File: config.mk
export PLATFORM = sky130hd
export DESIGN_NAME = uart_tx_fifo
export DESIGN_NICKNAME = d
export VERILOG_FILES = /design/src/rtl/uart_pkg.sv /design/src/rtl/sync_fifo.sv /design/src/rtl/uart_tx_fifo.sv
export SDC_FILE = /design/constraint.sdc
export NUM_CORES = 1
export LEC_CHECK = 0
export BUFFER_PORTS_ARGS = -buffer_cell sky130_fd_sc_hd__buf_2
export CELL_PAD_IN_SITES_DETAIL_PLACEMENT = 0
export CELL_PAD_IN_SITES_GLOBAL_PLACEMENT = 1
export CORE_MARGIN = 1
export CORE_UTILIZATION = 45
export DETAILED_ROUTE_END_ITERATION = 12
export GPL_ROUTABILITY_DRIVEN = 0
export HOLD_SLACK_MARGIN = 0.15
export PLACE_DENSITY = 0.75
export SLEW_MARGIN = 20
export SYNTH_ARGS = -nofsm -noshare
export SYNTH_HDL_FRONTEND = slang
export SYNTH_HIERARCHICAL = 1
export SYNTH_SLANG_ARGS = --single-unit
File: constraint.sdc
create_clock -name clk_i -period 3.9 [get_ports clk_i]
set_input_delay 0.39 -clock clk_i [delete_from_list [all_inputs] [get_ports clk_i]]
set_output_delay 0.39 -clock clk_i [all_outputs]
set_load 0.1 [all_outputs]
File: src/rtl/uart_pkg.sv
// uart_pkg: register offsets shared by the UART register blocks and the
// packed field layouts of the CTRL and STAT registers.
package uart_pkg;

  // Byte offsets, decoded from addr[7:0].
  localparam logic [7:0] UART_CTRL_OFS   = 8'h00;
  localparam logic [7:0] UART_STAT_OFS   = 8'h04;
  localparam logic [7:0] UART_THRESH_OFS = 8'h08;
  localparam logic [7:0] UART_DATA_OFS   = 8'h0C;

  // CTRL: [0] drain_en, [1] irq_en, [2] flush (write-1 pulse, reads 0).
  typedef struct packed {
    logic [28:0] rsvd;
    logic        flush;
    logic        irq_en;
    logic        drain_en;
  } uart_ctrl_t;

  // STAT: [0] empty, [1] full, [2] overflow (W1C), [15:8] level.
  typedef struct packed {
    logic [15:0] rsvd_hi;
    logic [7:0]  level;
    logic [4:0]  rsvd_lo;
    logic        overflow;
    logic        full;
    logic        empty;
  } uart_stat_t;

endpackage

File: src/rtl/sync_fifo.sv
// sync_fifo: single-clock first-word fall-through FIFO.
//  clk_i, rst_ni     clock, asynchronous active-low reset
//  push_i, data_i    write strobe and data; dropped when full unless popping
//  pop_i             consume head entry; ignored when empty
//  flush_i           return to empty; wins over same-cycle push/pop
//  data_o            head entry (mem[rd_ptr])
//  level_o           occupancy 0..DEPTH
//  full_o, empty_o   level == DEPTH / level == 0
module sync_fifo #(
  parameter int unsigned WIDTH = 8,
  parameter int unsigned DEPTH = 16
) (
  input  logic                       clk_i,
  input  logic                       rst_ni,
  input  logic                       push_i,
  input  logic [WIDTH-1:0]           data_i,
  input  logic                       pop_i,
  input  logic                       flush_i,
  output logic [WIDTH-1:0]           data_o,
  output logic [$clog2(DEPTH):0]     level_o,
  output logic                       full_o,
  output logic                       empty_o
);

  localparam int unsigned PTR_W = $clog2(DEPTH);
  localparam int unsigned LVL_W = $clog2(DEPTH) + 1;

  logic [WIDTH-1:0] mem_q [DEPTH];
  logic [PTR_W-1:0] wr_ptr_q;
  logic [PTR_W-1:0] rd_ptr_q;
  logic [LVL_W-1:0] level_q;
  logic             push_ok;
  logic             pop_ok;

  assign full_o  = (level_q == LVL_W'(DEPTH));
  assign empty_o = (level_q == '0);
  assign level_o = level_q;
  assign data_o  = mem_q[rd_ptr_q];

  // A pop in the same cycle frees the slot, so a push into a full FIFO is kept.
  assign pop_ok  = pop_i & ~empty_o & ~flush_i;
  assign push_ok = push_i & ~flush_i & (~full_o | pop_ok);

  // Storage; cleared on reset so the head reads 0 out of reset.
  always_ff @(posedge clk_i or negedge rst_ni) begin
    if (!rst_ni) begin
      for (int i = 0; i < int'(DEPTH); i++) begin
        mem_q[i] <= '0;
      end
    end else if (push_ok) begin
      mem_q[wr_ptr_q] <= data_i;
    end
  end

  // Pointers wrap naturally at DEPTH (power of two).
  always_ff @(posedge clk_i or negedge rst_ni) begin
    if (!rst_ni) begin
      wr_ptr_q <= '0;
      rd_ptr_q <= '0;
    end else if (flush_i) begin
      wr_ptr_q <= '0;
      rd_ptr_q <= '0;
    end else begin
      if (push_ok) wr_ptr_q <= wr_ptr_q + PTR_W'(1);
      if (pop_ok)  rd_ptr_q <= rd_ptr_q + PTR_W'(1);
    end
  end

  // Occupancy counter.
  always_ff @(posedge clk_i or negedge rst_ni) begin
    if (!rst_ni) begin
      level_q <= '0;
    end else if (flush_i) begin
      level_q <= '0;
    end else begin
      case ({push_ok, pop_ok})
        2'b10:   level_q <= level_q + LVL_W'(1);
        2'b01:   level_q <= level_q - LVL_W'(1);
        default: level_q <= level_q;
      endcase
    end
  end

endmodule

File: src/rtl/uart_tx_fifo.sv
// uart_tx_fifo: bus-mapped byte FIFO feeding the UART transmitter.
//  clk_i, rst_ni            clock, asynchronous active-low reset
//  req_i, we_i              bus request, 1 = write
//  addr_i, data_i           byte address ([7:0] decoded), write data
//  ready_o                  bus ack, equals req_i (never stalls)
//  data_o                   read data, 0 when no read request
//  tx_data_o, tx_valid_o    byte and valid towards the UART
//  tx_ready_i               UART accepts the byte this cycle
//  irq_o                    low-watermark interrupt, level-sensitive
module uart_tx_fifo
  import uart_pkg::*;
#(
  parameter int unsigned DEPTH = 16
) (
  input  logic        clk_i,
  input  logic        rst_ni,
  input  logic        req_i,
  input  logic        we_i,
  input  logic [31:0] addr_i,
  input  logic [31:0] data_i,
  output logic        ready_o,
  output logic [31:0] data_o,
  output logic [7:0]  tx_data_o,
  output logic        tx_valid_o,
  input  logic        tx_ready_i,
  output logic        irq_o
);

  localparam int unsigned LVL_W = $clog2(DEPTH) + 1;

  logic [7:0]       ofs;
  logic             wr_en;
  logic             rd_en;
  logic             ctrl_wr;
  logic             stat_wr;
  logic             thresh_wr;
  logic             push;
  logic             pop;
  logic             flush;
  logic             ovf_set;
  logic             ovf_clr;
  uart_ctrl_t       wr_ctrl;
  uart_stat_t       wr_stat;
  uart_ctrl_t       rd_ctrl;
  uart_stat_t       rd_stat;

  logic             drain_en_q;
  logic             irq_en_q;
  logic [LVL_W-1:0] thresh_q;
  logic             ovf_q;
  logic             irq_q;

  logic [LVL_W-1:0] fifo_level;
  logic             fifo_full;
  logic             fifo_empty;

  // Address decode; only the low byte selects a register.
  assign ofs       = addr_i[7:0];
  assign wr_en     = req_i & we_i;
  assign rd_en     = req_i & ~we_i;
  assign wr_ctrl   = uart_ctrl_t'(data_i);
  assign wr_stat   = uart_stat_t'(data_i);
  assign ctrl_wr   = wr_en & (ofs == UART_CTRL_OFS);
  assign stat_wr   = wr_en & (ofs == UART_STAT_OFS);
  assign thresh_wr = wr_en & (ofs == UART_THRESH_OFS);
  assign push      = wr_en & (ofs == UART_DATA_OFS);
  assign flush     = ctrl_wr & wr_ctrl.flush;

  // Handshake: the head byte is offered only while draining is enabled.
  assign tx_valid_o = drain_en_q & ~fifo_empty;
  assign pop        = tx_valid_o & tx_ready_i;

  // A push dropped because the FIFO is full and nothing leaves this cycle.
  assign ovf_set = push & fifo_full & ~pop;
  assign ovf_clr = stat_wr & wr_stat.overflow;

  assign ready_o = req_i;
  assign irq_o   = irq_q;

  sync_fifo #(
    .WIDTH (8),
    .DEPTH (DEPTH)
  ) u_fifo (
    .clk_i   (clk_i),
    .rst_ni  (rst_ni),
    .push_i  (push),
    .data_i  (data_i[7:0]),
    .pop_i   (pop),
    .flush_i (flush),
    .data_o  (tx_data_o),
    .level_o (fifo_level),
    .full_o  (fifo_full),
    .empty_o (fifo_empty)
  );

  // CTRL and THRESH registers.
  always_ff @(posedge clk_i or negedge rst_ni) begin
    if (!rst_ni) begin
      drain_en_q <= 1'b0;
      irq_en_q   <= 1'b0;
      thresh_q   <= '0;
    end else begin
      if (ctrl_wr) begin
        drain_en_q <= wr_ctrl.drain_en;
        irq_en_q   <= wr_ctrl.irq_en;
      end
      if (thresh_wr) thresh_q <= data_i[LVL_W-1:0];
    end
  end

  // Sticky overflow; a new overflow event beats a same-cycle W1C.
  always_ff @(posedge clk_i or negedge rst_ni) begin
    if (!rst_ni) begin
      ovf_q <= 1'b0;
    end else if (ovf_set) begin
      ovf_q <= 1'b1;
    end else if (ovf_clr) begin
      ovf_q <= 1'b0;
    end
  end

  // Low-watermark interrupt, registered from the current level.
  always_ff @(posedge clk_i or negedge rst_ni) begin
    if (!rst_ni) begin
      irq_q <= 1'b0;
    end else begin
      irq_q <= irq_en_q & (fifo_level <= thresh_q);
    end
  end

  // Readback field assembly.
  always_comb begin
    rd_ctrl          = '0;
    rd_ctrl.drain_en = drain_en_q;
    rd_ctrl.irq_en   = irq_en_q;
    rd_stat          = '0;
    rd_stat.empty    = fifo_empty;
    rd_stat.full     = fifo_full;
    rd_stat.overflow = ovf_q;
    rd_stat.level    = 8'(fifo_level);
  end

  // Side-effect-free read mux.
  always_comb begin
    data_o = '0;
    if (rd_en) begin
      case (ofs)
        UART_CTRL_OFS:   data_o = rd_ctrl;
        UART_STAT_OFS:   data_o = rd_stat;
        UART_THRESH_OFS: data_o = 32'(thresh_q);
        default:         data_o = '0;
      endcase
    end
  end

  // Register fields that carry no write meaning.
  logic unused_bits;
  assign unused_bits = ^{addr_i[31:8], wr_ctrl.rsvd, wr_stat.rsvd_hi, wr_stat.level,
                         wr_stat.rsvd_lo, wr_stat.full, wr_stat.empty};

endmodule
Word level (Yosys, flattened, before mapping)
Cells that the tools add are included.
{ "totals": {"wordCells": 86, "out_inout_bits": 43, "ff_bits": 150, "input_bits": 69} }
{ "classes": {"reduce_logical": 7, "magnitude_cmp": 4, "mux": 16, "eq_ne": 6, "bitwise": 25, "add_sub_neg": 4} }
{ "op_table": {"columns": ["op", "count"], "rows": [
  ["$bwmux W128", 1],
  ["$pmux W13 S3", 1],
  ["$bmux W8 S4", 1],
  ["$demux W8 S4", 1],
  ["$mux W8", 3],
  ["$and A1 B1 Y1", 17],
  ["$eq A8 B4 Y1 const B", 2],
  ["$mux W4", 4],
  ["$mux W13", 1],
  ["$ge A5 B5 Y1 const B", 2],
  ["$not A4 Y5", 2],
  ["$pmux W5 S2", 1],
  ["$add A4 B1 Y4 const B", 2],
  ["$eq A8 B3 Y1 const B", 1],
  ["$logic_not A8 Y1", 1],
  ["$reduce_bool A2 Y1", 3],
  ["$add A5 B1 Y5 const B", 1],
  ["$eq A5 B5 Y1 const B", 1],
  ["$le A5 B5 Y1", 1],
  ["$logic_not A5 Y1", 1],
  ["$lt A5 B1 Y1 const B", 1],
  ["$mux W5", 1],
  ["$not A1 Y1", 5],
  ["$sub A5 B1 Y5 const B", 1],
  ["6 further kinds", 7]
]} }

Depth between registers and ports, before layout
Gate-level depths: netlist (run 1).
{ "logic_depth": {"word_depth": 11, "ltp_mapped": 13, "ltp_nobuf": 12} }

Hierarchy
Netlist (run 1), hierarchy kept.
{ "modules_own_cells": {"columns": ["mod", "area_per_inst_um2", "seq_area_each_um2", "instances", "cells_per_inst"], "rows": [
  ["sync_fifo", 6856.6, 3528.4, 1, 497],
  ["uart_tx_fifo", 899.6, 225.2, 1, 95]
]} }

Least setup slack after synthesis (run 1)
OpenSTA, ideal clock, no wires.
{ "synth_timing": {"kind": "input-to-reg", "startpoint": "input port addr_i[4]", "endpoint": "register u_fifo.level_q[3] (netlist: u_fifo/level_o[3])", "stages": 13, "path_buffers": 2, "required_time_ps": 3775, "t_arrival_ps": 2984, "setup_slack_ps": 792, "setup_time_ps": 125, "path_cell_list": "nor4b_4 and3_1 and3_1 clkbuf_1 buf_1 or3_1 inv_1 ha_1 a21o_1 a21oi_1 xor2_1 nor2_1 mux2_2"} }
{ "synth_between": {"word_cells_on_any_way": 15, "classes_between": "3 x eq/ne; 2 x mux; 8 x bitwise; 2 x reduce/logical"} }
{ "synth_lines": {"columns": ["element", "line_no", "text"], "rows": [
  ["start, declared", "uart_tx_fifo.sv:19", "input logic [31:0] addr_i,"],
  ["$eq A8 B4 Y1 *", "uart_tx_fifo.sv:66", "assign push = wr_en & (ofs == UART_DATA_OFS);"],
  ["$and A1 B1 Y1 *", "uart_tx_fifo.sv:66", null],
  ["net push", "uart_tx_fifo.sv:37", "logic push;"],
  ["$and A1 B1 Y1 * (2 in series)", "sync_fifo.sv:42", "assign push_ok = push_i & ~flush_i & (~full_o | pop_ok);"],
  ["$eq A2 B1 Y1 / $eq A2 B2 Y1 (equally long branches)", "sync_fifo.sv:76", "case ({push_ok, pop_ok})"],
  ["$pmux W5 S2", "sync_fifo.sv:76", null],
  ["$mux W5", "sync_fifo.sv:73", "end else if (flush_i) begin"],
  ["end signal, assigned", "sync_fifo.sv:77", "2'b10: level_q <= level_q + LVL_W'(1);"],
  ["end signal, assigned", "sync_fifo.sv:78", "2'b01: level_q <= level_q - LVL_W'(1);"],
  ["end signal, assigned", "sync_fifo.sv:79", "default: level_q <= level_q;"],
  ["end, declared", "sync_fifo.sv:31", "logic [LVL_W-1:0] level_q;"]
]} }
Mark *: on every way through the listed nets, which the timed path passes. The rest lies on a longest branch.
A chain may end at the register's enable or synchronous reset.

Worst setup path in the final report (run 1)
{ "layout_timing": {"startpoint": "register u_fifo.level_q[0] (netlist: u_fifo/level_o[0])", "endpoint": "register u_fifo.level_q[4] (netlist: u_fifo/level_o[4])"} }
{ "layout_between": {"elab_chain_len": 11, "word_cells_on_any_way": 17, "classes_between": "2 x add/sub; 3 x eq/ne; 2 x mux; 8 x bitwise; 2 x reduce/logical"} }
{ "layout_lines": {"columns": ["element", "line_no", "text"], "rows": [
  ["$logic_not A5 Y1 *", "sync_fifo.sv:36", "assign empty_o = (level_q == '0);"],
  ["net fifo_empty", "uart_tx_fifo.sv:55", "logic fifo_empty;"],
  ["$not A1 Y1 *", "uart_tx_fifo.sv:70", "assign tx_valid_o = drain_en_q & ~fifo_empty;"],
  ["$and A1 B1 Y1 *", "uart_tx_fifo.sv:70", null],
  ["$and A1 B1 Y1 *", "uart_tx_fifo.sv:71", "assign pop = tx_valid_o & tx_ready_i;"],
  ["net pop", "uart_tx_fifo.sv:38", "logic pop;"],
  ["$and A1 B1 Y1 * (2 in series)", "sync_fifo.sv:41", "assign pop_ok = pop_i & ~empty_o & ~flush_i;"],
  ["$or A1 B1 Y1", "sync_fifo.sv:42", null],
  ["$and A1 B1 Y1", "sync_fifo.sv:42", null],
  ["$eq A2 B1 Y1 / $eq A2 B2 Y1 (equally long branches)", "sync_fifo.sv:76", null],
  ["$pmux W5 S2", "sync_fifo.sv:76", null],
  ["$mux W5", "sync_fifo.sv:73", null]
]} }
Marks and branches as above.

==> results.md, run 1 <==
- Critical path fanouts, max: 8
- Synthesis-stage register bit count: 150
- Maximum count of clock buffers along a single path: 2
- Source-to-sink clock delay at the later pin of the worst-skew pair: 420 ps
- Hold path start: addr_i[1]
- Minimum period implied by the final worst setup slack: 3510 ps
- Top Metal Used: met4
- Maximum number of pins on one net before global-route repair: 98
- Crit-path cells: or4_1, nor2_1, and3b_1, o21ai_0, or3_1, inv_1, ha_1, nand2b_1, a21oi_1, mux2i_1, nand2b_1, a31oi_1
- Count of placed standard cells in the final layout, fillers left out: 859
- First-pass GRT wire length: 27600 um
- Share of async-settable or async-resettable flops after synthesis: 100%
- Accumulated negative setup slack: 0 ps
- Sum of overflow across all layers after global routing: 0
- DRT met1 WL: 7760 um
- Routed len/inst: 19.4 um
- Antenna violations before repair: 0
- Number of DRC markers in iteration 0: 250
- Number of instances in the placed design: 826
- Library cell appearing most often on the critical path: nand2b_1
- RSZ-0062 raised after global routing: false
- Post-layout instance area: 8670 um^2
- Final Hold Violating Endpoints: 0
- Startpoint class of the critical path: register
- Launch point of the worst path: u_fifo/level_o[0]
- Leading cell type in the layout, fill and taps excluded: dfrtp_1
- Starting density of the core: 46.4%
- Overall die width: 133 um
- Count of input and output buffers: 41
- Sequential-to-total area share from yosys stat: 48.4%
- Worst ir drop on vdd: 0.000256 V
- Reg clk slew, reported paths: 60 ps
- Worst Path Buf+Inv: 1
- Drt pass-1 iters: 4
- Skew final: 5.72 ps
- Kind of path behind the tightest hold check: in2reg
- Reg2Reg Launch Point: u_fifo/level_o[0]
- Leakage: 4.22 nW
- Dominant synthesized flop cell: dfrtp_1
- Via total after detailed routing: 4738
- Arrival time reported for the critical path endpoint: 3850 ps
- Area of the core region: 16700 um^2
- Final routed DRC violation total: 0
- Final-layout fill cell count: 1436
- Proportion of layout cells with a drive suffix above 1: 41.2%
- Final Slew Violations: 0
- Met3 WL: 516 um
- Delay of the slowest cell on the worst path: 730 ps
- CTS Root Cell: clkbuf_16
- Net count, final: 709
- Worst-margin pin slew: 909 ps
- CTS tree: yes
- Met2 routed wirelength: 8160 um
- Height of the die: 133 um
- Critical path's slowest cell: or4_1
- Top library cells by usage in the layout, fill and taps aside: dfrtp_1, mux2_2, buf_2
- Footprint of the multi-input gates: 3730 um^2
- Gr usage total: 20.3%
- Outcome: completed
- Setup slack of the worst register-to-register path: 390 ps
- Final Routed Wirelength: 16600 um
- Number of standard-cell rows in the floorplan: 47
- Pre-CTS setup slack: 423 ps
- Area after detailed placement: 8080 um^2
- Cell accounting for the most synthesized area: dfrtp_1
- Post-synthesis to final-layout area growth: 11.7%
- Antenna cells: 0
- Clock sink count: 150
- Power density over the cells: 387 nW/um^2
- Combined flip-flop and latch cell area: 3750 um^2
- Number of antenna-violating nets in the routed design: 0
- Power consumption: 0.00336 W
- Count of H-tree levels built during CTS: 4
- Cts bufs inserted: 17
- Maximum capacitance violations: 0
- Final setup viols: 0
- Cell type group with the largest total delay on the critical path: simple AND/OR/NAND/NOR gates
- Fraction of synthesized cell area taken by the top area cell type: 48.4%
- Gate count of the mapped netlist: 592
- Critical path start-end classification: reg2reg
- Die area: 17800 um^2
- HPWL after detailed placement: 11300 um
- Count of boundary I/O pins: 112
- Relative slew slack: 39.4%
- Number of synthesis warnings: 6
- Post-Synthesis Cell Area: 7760 um^2
- Via density per instance: 5.52
- Final Cycle Share: 90.0%
- Number of enable-type register cells in the synthesized netlist: 0
- Category of the worst setup path capture point: register
- Biggest area contributors in the synthesized netlist: dfrtp_1, mux2_2, mux4_2
- Syn_area_per_cell: 13.1 um^2
- F_max: 285 MHz
- Data required time at the worst endpoint: 4240 ps
- Number of distinct library cell variants in the gate-level netlist after synthesis: 56
- Final WS setup: 389 ps
- Via count of the first global-routing pass: 4990
-- kinds of logic after synthesis --
logic type	after synthesis	share of synthesized area (%)
adder cells (fa/ha/maj)	14	2.36
multiplexers	191	30.0
AND/OR/NAND/NOR	99	8.58
other	1	0.0483
XOR/XNOR	7	0.790
buffers and inverters	65	4.57
flip-flops	150	48.4
AO/OA/AOI/OAI	65	5.28
-- tightest hold or removal path, cell delays in order --
cell and delay (ps):
buf_2 90, nor4b_2 60, nand3_1 120, mux2_2 160
-- routing by layer --
layer / up-vias / global-route usage (%)
met5: - / 0
met4: 0 / 6.88
met3: 14 / 3.23
met2: 87 / 33.0
met1: 2455 / 27.7
li1: 2182 / -
-- worst paths after layout --
check,cells after the start,to
hold reg to reg,1,u_fifo/mem_q[100]
setup / recovery,12,u_fifo/level_o[4]
max in group asynchronous,3,u_fifo/mem_q[77]
setup reg to reg,12,u_fifo/level_o[4]
hold / removal,4,drain_en_q
min in group asynchronous,2,ovf_q
-- synth_stat cells, types with 3 or more instances --
cell type / number
a21oi_1: 13
a221oi_1: 8
a22oi_1: 9
and2_1: 8
and3_1: 5
buf_1: 3
buf_2: 4
buf_4: 25
clkbuf_1: 20
dfrtp_1: 150
ha_1: 13
inv_1: 11
mux2_2: 137
mux2_4: 8
mux2i_1: 28
mux4_2: 16
nand2_1: 19
nand2_2: 4
nand2b_1: 5
nand3_1: 6
nand4_2: 7
nor2_1: 17
nor2b_1: 5
nor4b_2: 3
o21ai_0: 23
or3_1: 4
xor2_1: 5
-- flip-flops by register name, indices dropped and copies added (netlist names) --
register	count
drain_en_q	1
irq_en_q	1
irq_o	1
ovf_q	1
thresh_q	5
u_fifo/level_o	5
u_fifo/mem_q	128
u_fifo/rd_ptr_q	4
u_fifo/wr_ptr_q	4
-- metrics by stage --
step | hold WS (ps) | utilization [%]
finish | 428 | 51.9
global placement | 468 | 48.4
detailed placement | 487 | 48.4
floorplan | 94.4 | -
global route | 449 | 51.9
CTS | 414 | 51.9
-- timing repair --
item,4_1_cts,5_1_grt
setup buffers,0,0
hold endpoints to repair,96,0
hold buffers,1,0
gates resized for setup,0,0
-- where the power goes --
part / switching (W) / internal [W] / leakage, nW
clock: 0.000661 / 0.000926 / 0.280
combinational: 0.000175 / 0.0000273 / 1.85
sequential: 0.00000528 / 0.00156 / 2.09
-- final cells by class --
type	count	share of cell area, %
repair buffers	48	3.36
well taps	220	3.18
clock buffers	21	5.31
multi-input cells	398	43.0
inverters	11	0.476
clock inverters	11	1.34
flip-flops and latches	150	43.3
Power figures use the tool's default switching activity.
==> inputs of run 2 (changes only) <==
- PLACE_DENSITY: 0.75 -> not set
- PLACE_DENSITY_LB_ADDON: not set -> 0.2
==> run 2 against run 1 <==
Effect of this change: clock-buffer cell count unchanged; setup slack improved by 290 ps; largest power group unchanged; register-to-register slack better by 350 ps; largest cell class unchanged; critical path depth is 7 lower; clock skew increased by 7.0 ps; via count increased by 1.9%; clock power rose by 9%.
==> results.md, run 2 (synthesis results as in run 1) <==
- Outcome: completed
- Antenna violations before repair: 0 (unchanged)
- Antenna cells: 0 (unchanged)
- Sum of overflow across all layers after global routing: 0 (unchanged)
- Via count of the first global-routing pass: 4869 (-2.4%)
- Height of the die: 133 um (unchanged)
- Die area: 17800 um^2 (unchanged)
- Overall die width: 133 um (unchanged)
- Hold path start: addr_i[3]
- Drt pass-1 iters: 4 (unchanged)
- End of the worst hold path: ovf_q
- Category of the worst setup path capture point: primary output
- Starting density of the core: 46.4% (unchanged)
- Number of DRC markers in iteration 0: 277 (+11%)
- Count of input and output buffers: 41 (unchanged)
- Combinational power share: 5.8% (-0.2 points)
- Accumulated negative setup slack: 0 ps (unchanged)
- Worst Reg2Reg Path Length in Cells: 12 (unchanged)
- Leading cell type in the layout, fill and taps excluded: dfrtp_1
- Top library cells by usage in the layout, fill and taps aside: dfrtp_1, mux2_2, buf_2
- Leakage: 4.24 nW (+0.47%)
- Proportion of layout cells with a drive suffix above 1: 41.2% (about the same)
- Final Routed Wirelength: 17400 um (+4.5%)
- Area of the core region: 16700 um^2 (unchanged)
- Data required time at the worst endpoint: 3510 ps (-730 ps)
- Clock network power share: 49.4% (+2.1 points)
- Routed len/inst: 20.2 um (+4.2%)
- Critical path fanouts, max: 27 (+19)
- Number of antenna-violating nets in the routed design: 0 (unchanged)
- Via total after detailed routing: 4827 (+1.9%)
- Maximum count of clock buffers along a single path: 2 (unchanged)
- Minimum period implied by the final worst setup slack: 3220 ps (-293 ps)
- Instance count along the most critical hold path: 4 (unchanged)
- Worst-margin pin slew: 981 ps (+72.1 ps)
- Reg clk slew, reported paths: 60 ps (about the same)
- Gr usage total: 21.0% (+0.72 points)
- Maximum number of pins on one net before global-route repair: 105 (+7.1%)
- Final setup viols: 0 (unchanged)
- Count of placed standard cells in the final layout, fillers left out: 861 (+0.23%)
- Startpoint class of the critical path: register
- CTS Root Cell: clkbuf_16
- First-pass GRT wire length: 27800 um (+0.92%)
- Final Hold Violating Endpoints: 0 (unchanged)
- Post-synthesis to final-layout area growth: 12.4%
- Largest register FFs: 128 (unchanged)
- CTS tree: yes
- Skew final: 12.7 ps (+7.02 ps)
- Number of instances in the placed design: 828 (+0.24%)
- Final Slew Violations: 0 (unchanged)
- Largest reg by FF count: u_fifo/mem_q
- Worst ir drop on vdd: 0.000319 V (+25%)
- Final Cycle Share: 82.5% (-7.5 points)
- Post-route core utilization: 52.2% (+0.30 points)
- Sequential fraction of design power: 44.8% (-1.9 points)
- Endpoint of the worst register-to-register path: u_fifo/level_o[3]
- HPWL after detailed placement: 11400 um (+0.83%)
- Count of H-tree levels built during CTS: 4 (unchanged)
- Reg2Reg Launch Point: u_fifo/level_o[1]
- Cts bufs inserted: 17 (unchanged)
- Arrival time reported for the critical path endpoint: 2830 ps (-1020 ps)
- Clock sink count: 150 (unchanged)
- RSZ-0062 raised after global routing: false
- Count of boundary I/O pins: 112 (unchanged)
- Switching power summed over all nets: 0.000821 W (-2.3%)
- Final WS setup: 682 ps (+293 ps)
- Final routed DRC violation total: 0 (unchanged)
- Pre-CTS setup slack: 763 ps (+340 ps)
- Number of standard-cell rows in the floorplan: 47 (unchanged)
- Kind of path behind the tightest hold check: in2reg
- Maximum capacitance violations: 0 (unchanged)
- Internal power component: 0.00268 W (+6.6%)
- Relative slew slack: 34.6% (-4.8 points)
- Net count, final: 711 (+0.28%)
- Worst hold margin: 431 ps (+3.03 ps)
- Via density per instance: 5.61 (+1.6%)
- Switching Share: 23.4% (-1.6 points)
- Critical path start-end classification: reg2out
- Power density over the cells: 402 nW/um^2 (+3.7%)
- F_max: 311 MHz (+9.1%)
- Setup slack of the worst register-to-register path: 740 ps (+350 ps)
- Source-to-sink clock delay at the later pin of the worst-skew pair: 420 ps (about the same)
-- run 2: cell types whose count changed in the layout (fill, tap and decap cells not counted), sizes merged --
cell,delta
clkinv,-1
inv,-4
clkinvlp,+2
bufinv,+3
buf,+2
-- run 2: critical path, stage by stage (launching register included) --
cell and delay (ps):
dfrtp_2 860, buf_12 320, mux4_2 610, a22oi_1 190
nand2_1 90, buf_2 300
-- run 2: worst max path at each step --
stage	startpoint	end	slack, ps
after floorplan	addr_i[4]	u_fifo/level_o[3]	790
after global placement	u_fifo/level_o[1]	u_fifo/level_o[3]	790
after detailed placement	u_fifo/level_o[1]	u_fifo/level_o[3]	760
after CTS	u_fifo/rd_ptr_q[0]	tx_data_o[5]	630
after global routing	u_fifo/rd_ptr_q[0]	tx_data_o[7]	490
final	u_fifo/rd_ptr_q[0]	tx_data_o[0]	680
-- run 2: what timing repair did --
item,CTS,global route
hold buffers,1,0
setup endpoints to repair,0,0
gates resized for setup,0,0
setup buffers,0,0
hold endpoints to repair,46,0
-- run 2: power groups by stage --
stage	Sequential [W]	Combinational [W]	Clock, W
global placement	0.00160	0.000200	0
global route	0.00157	0.000219	0.00183
floorplan	0.00160	0.000152	0
detailed placement	0.00160	0.000205	0
CTS	0.00157	0.000207	0.00177
finish	0.00157	0.000203	0.00173
-- run 2: stage by stage --
stage	cell area [um^2]	power [W]
after global routing	8720	0.00362
after floorplan	7840	0.00175
after detailed placement	8080	0.00180
after CTS	8720	0.00354
final	8720	0.00350
after global placement	8080	0.00180
-- run 2: per-layer routing --
metal	part of all wire, %	vias up	global-route usage (%)
met5	0	-	0
met4	0.95	0	6.44
met3	4.0	9	4.00
met2	49	102	34.2
met1	46	2511	28.4
li1	-	2205	-
-- run 2: final cells by class --
cell class                      instances  area (um^2)
Fill cell                            1441         7980
Sequential cell                       150         3750
Multi-Input combinational cell        398         3730
Clock buffer                           21          450
Timing Repair Buffer                   50          294
Tap cell                              220          275
Clock inverter                         11          174
Inverter                               11         41.3
==> inputs of run 3 (changes only) <==
- clock period: 3.9 -> 3.2 ns (I/O delays scaled with it)
==> run 3 against run 2 <==
Effect of this change: design area is 0.86% higher; wire length decreased by 0.63%; clock power up 19%; sequential power up 22%; first-iteration DRC count fell by 8.3%; critical path depth rose by 7; largest power group unchanged; largest cell class unchanged; power grew 21%; highest routed layer unchanged; utilization is 0.45 points higher; clock skew is 3.6 ps lower; die area did not move; non-clock buffer count rose by 10.
==> results.md, run 3 (synthesis results as in run 1) <==
- Outcome: completed
- Worst hold margin: 361 ps (-69.5 ps)
- Leakage: 4.30 nW (+1.5%)
- Buffers inserted by post-CTS timing repair: 0 (unchanged)
- Number of antenna-violating nets in the routed design: 0 (unchanged)
- Net count, final: 721 (+1.4%)
- CTS Root Cell: clkbuf_16
- Gr usage total: 20.8% (-0.14 points)
- Kind of path behind the tightest hold check: in2reg
- Area of the core region: 16700 um^2 (unchanged)
- Data required time at the worst endpoint: 3510 ps (about the same)
- Antenna violations before repair: 0 (unchanged)
- Critical path fanouts, max: 3 (-89%)
- Worst Path Buf+Inv: 1 (-1)
- Post-layout instance area: 8790 um^2 (+0.86%)
- HPWL after detailed placement: 11800 um (+3.9%)
- Relative slew slack: 54.0% (+19 points)
- Final Routed Wirelength: 17300 um (-0.63%)
- First-pass GRT wire length: 27700 um (-0.35%)
- Proportion of layout cells with a drive suffix above 1: 42.9% (+1.7 points)
- Area after detailed placement: 8160 um^2 (+0.93%)
- Internal power component: 0.00323 W (+20%)
- Via total after detailed routing: 4824 (-0.062%)
- Delay of the slowest cell on the worst path: 550 ps (-310 ps)
- Hold path start: addr_i[3]
- Library cell appearing most often on the critical path: nor2_1
- Accumulated negative setup slack: 0 ps (unchanged)
- Final Slew Violations: 0 (unchanged)
- Maximum capacitance violations: 0 (unchanged)
- RSZ-0062 raised after global routing: false
- Count of placed standard cells in the final layout, fillers left out: 871 (+1.2%)
- Switching power summed over all nets: 0.00100 W (+22%)
- F_max: 337 MHz
- Reg2Reg Launch Point: u_fifo/level_o[1]
- Cts bufs inserted: 17 (unchanged)
- Source-to-sink clock delay at the later pin of the worst-skew pair: 420 ps (about the same)
- Count of boundary I/O pins: 112 (unchanged)
- Top library cells by usage in the layout, fill and taps aside: dfrtp_1, mux2_2, buf_2
- Height of the die: 133 um (unchanged)
- Skew final: 9.13 ps (-3.61 ps)
- Maximum count of clock buffers along a single path: 2 (unchanged)
- Via density per instance: 5.54 (-1.2%)
- Largest register FFs: 128 (unchanged)
- Leading cell type in the layout, fill and taps excluded: dfrtp_1
- Die area: 17800 um^2 (unchanged)
- Routed len/inst: 19.8 um (-1.8%)
- Number of instances in the placed design: 838 (+1.2%)
- Crit-path cells: or4_1, nor2_1, and3b_1, o21ai_0, or3_1, inv_1, ha_1, a21o_1, a21oi_1, xor2_1, nor2_1, mux2_2
- Via count of the first global-routing pass: 5024 (+3.2%)
- Critical path's slowest cell: or4_1
- Maximum number of pins on one net before global-route repair: 70 (-33%)
- Combinational power share: 6.0% (+0.2 points)
- Final Cycle Share: 92.8%
- Overall die width: 133 um (unchanged)
- Worst-margin pin slew: 690 ps (-291 ps)
- Power density over the cells: 481 nW/um^2 (+20%)
- Count of H-tree levels built during CTS: 4 (unchanged)
- Minimum period implied by the final worst setup slack: 2970 ps
- Clock sink count: 150 (unchanged)
- Post-synthesis to final-layout area growth: 13.4%
- CTS tree: yes
- Category of the worst setup path capture point: register
- Startpoint class of the critical path: register
- Largest reg by FF count: u_fifo/mem_q
- Final WS setup: 230 ps (-452 ps)
- Reg clk slew, reported paths: 60 ps (about the same)
- Final routed DRC violation total: 0 (unchanged)
- Number of DRC markers in iteration 0: 254 (-8.3%)
- Sequential fraction of design power: 45.2% (+0.4 points)
- Final Hold Violating Endpoints: 0 (unchanged)
- Clock network power share: 48.8% (-0.6 points)
- Antenna cells: 0 (unchanged)
- Number of standard-cell rows in the floorplan: 47 (unchanged)
- Worst ir drop on vdd: 0.000341 V (+6.9%)
- Critical path start-end classification: reg2reg
- Pre-CTS setup slack: 204 ps (-559 ps)
- Arrival time reported for the critical path endpoint: 3280 ps (+450 ps)
- Starting density of the core: 46.4% (unchanged)
- Sum of overflow across all layers after global routing: 0 (unchanged)
- Drt pass-1 iters: 4 (unchanged)
- Cell type group with the largest total delay on the critical path: simple AND/OR/NAND/NOR gates
- Switching Share: 23.7% (+0.24 points)
- Count of input and output buffers: 41 (unchanged)
- Launch point of the worst path: u_fifo/level_o[1]
- Final setup viols: 0 (unchanged)
run 3: layout make-up:
class	count	area, um^2
clock buffer	20	467
clock inverter	12	149
fill	1433	7910
inverter	11	41.3
multi-input combinational	398	3730
sequential	150	3760
tap	220	275
timing repair buffer	60	369
run 3: worst paths after layout:
path / cells after the start / slack (ps) / end
worst max register to register: 12 / 230 / u_fifo/level_o[3]
worst min register to register: 1 / 490 / u_fifo/mem_q[47]
worst max-delay path: 12 / 230 / u_fifo/level_o[3]
min in group asynchronous: 2 / 480 / u_fifo/mem_q[68]
max in group asynchronous: 3 / 1940 / u_fifo/mem_q[18]
worst min-delay path: 4 / 360 / ovf_q
run 3: routing by layer:
metal	wire, um	global-route usage, %	part of all wire, %	vias to the layer above
met1	7990	28.1	46	2516
met5	0	0	0	-
met4	289	7.58	1.7	0
met2	8510	33.6	49	70
li1	-	-	-	2217
met3	484	3.92	2.8	21
run 3: worst min-delay path: cells and delay by family:
kind,cells,cell delay (ps)
and+or+nand+nor,1,110
AOI/OAI and AO/OA,2,140
buffers and inverters,1,160
run 3: what timing repair did:
item | in CTS | in global routing
resized for setup | 0 | 2
endpoints found under the hold margin | 65 | 0
endpoints found under the setup margin | 0 | 3
hold buffers | 1 | 0
run 3: per-stage QoR:
stage               util [%]  total power, W
floorplan                  -         0.00213
global placement        48.8         0.00219
detailed placement      48.8         0.00220
CTS                     52.6         0.00427
global route            52.6         0.00436
finish                  52.6         0.00423
run 3: power by group through the flow:
stage	logic [W]	clock network [W]	registers, W
5_1_grt	0.000273	0.00218	0.00191
4_1_cts	0.000257	0.00211	0.00191
3_3_place_gp	0.000248	0	0.00194
6_report	0.000253	0.00206	0.00191
3_5_place_dp	0.000255	0	0.00194
2_1_floorplan	0.000185	0	0.00195
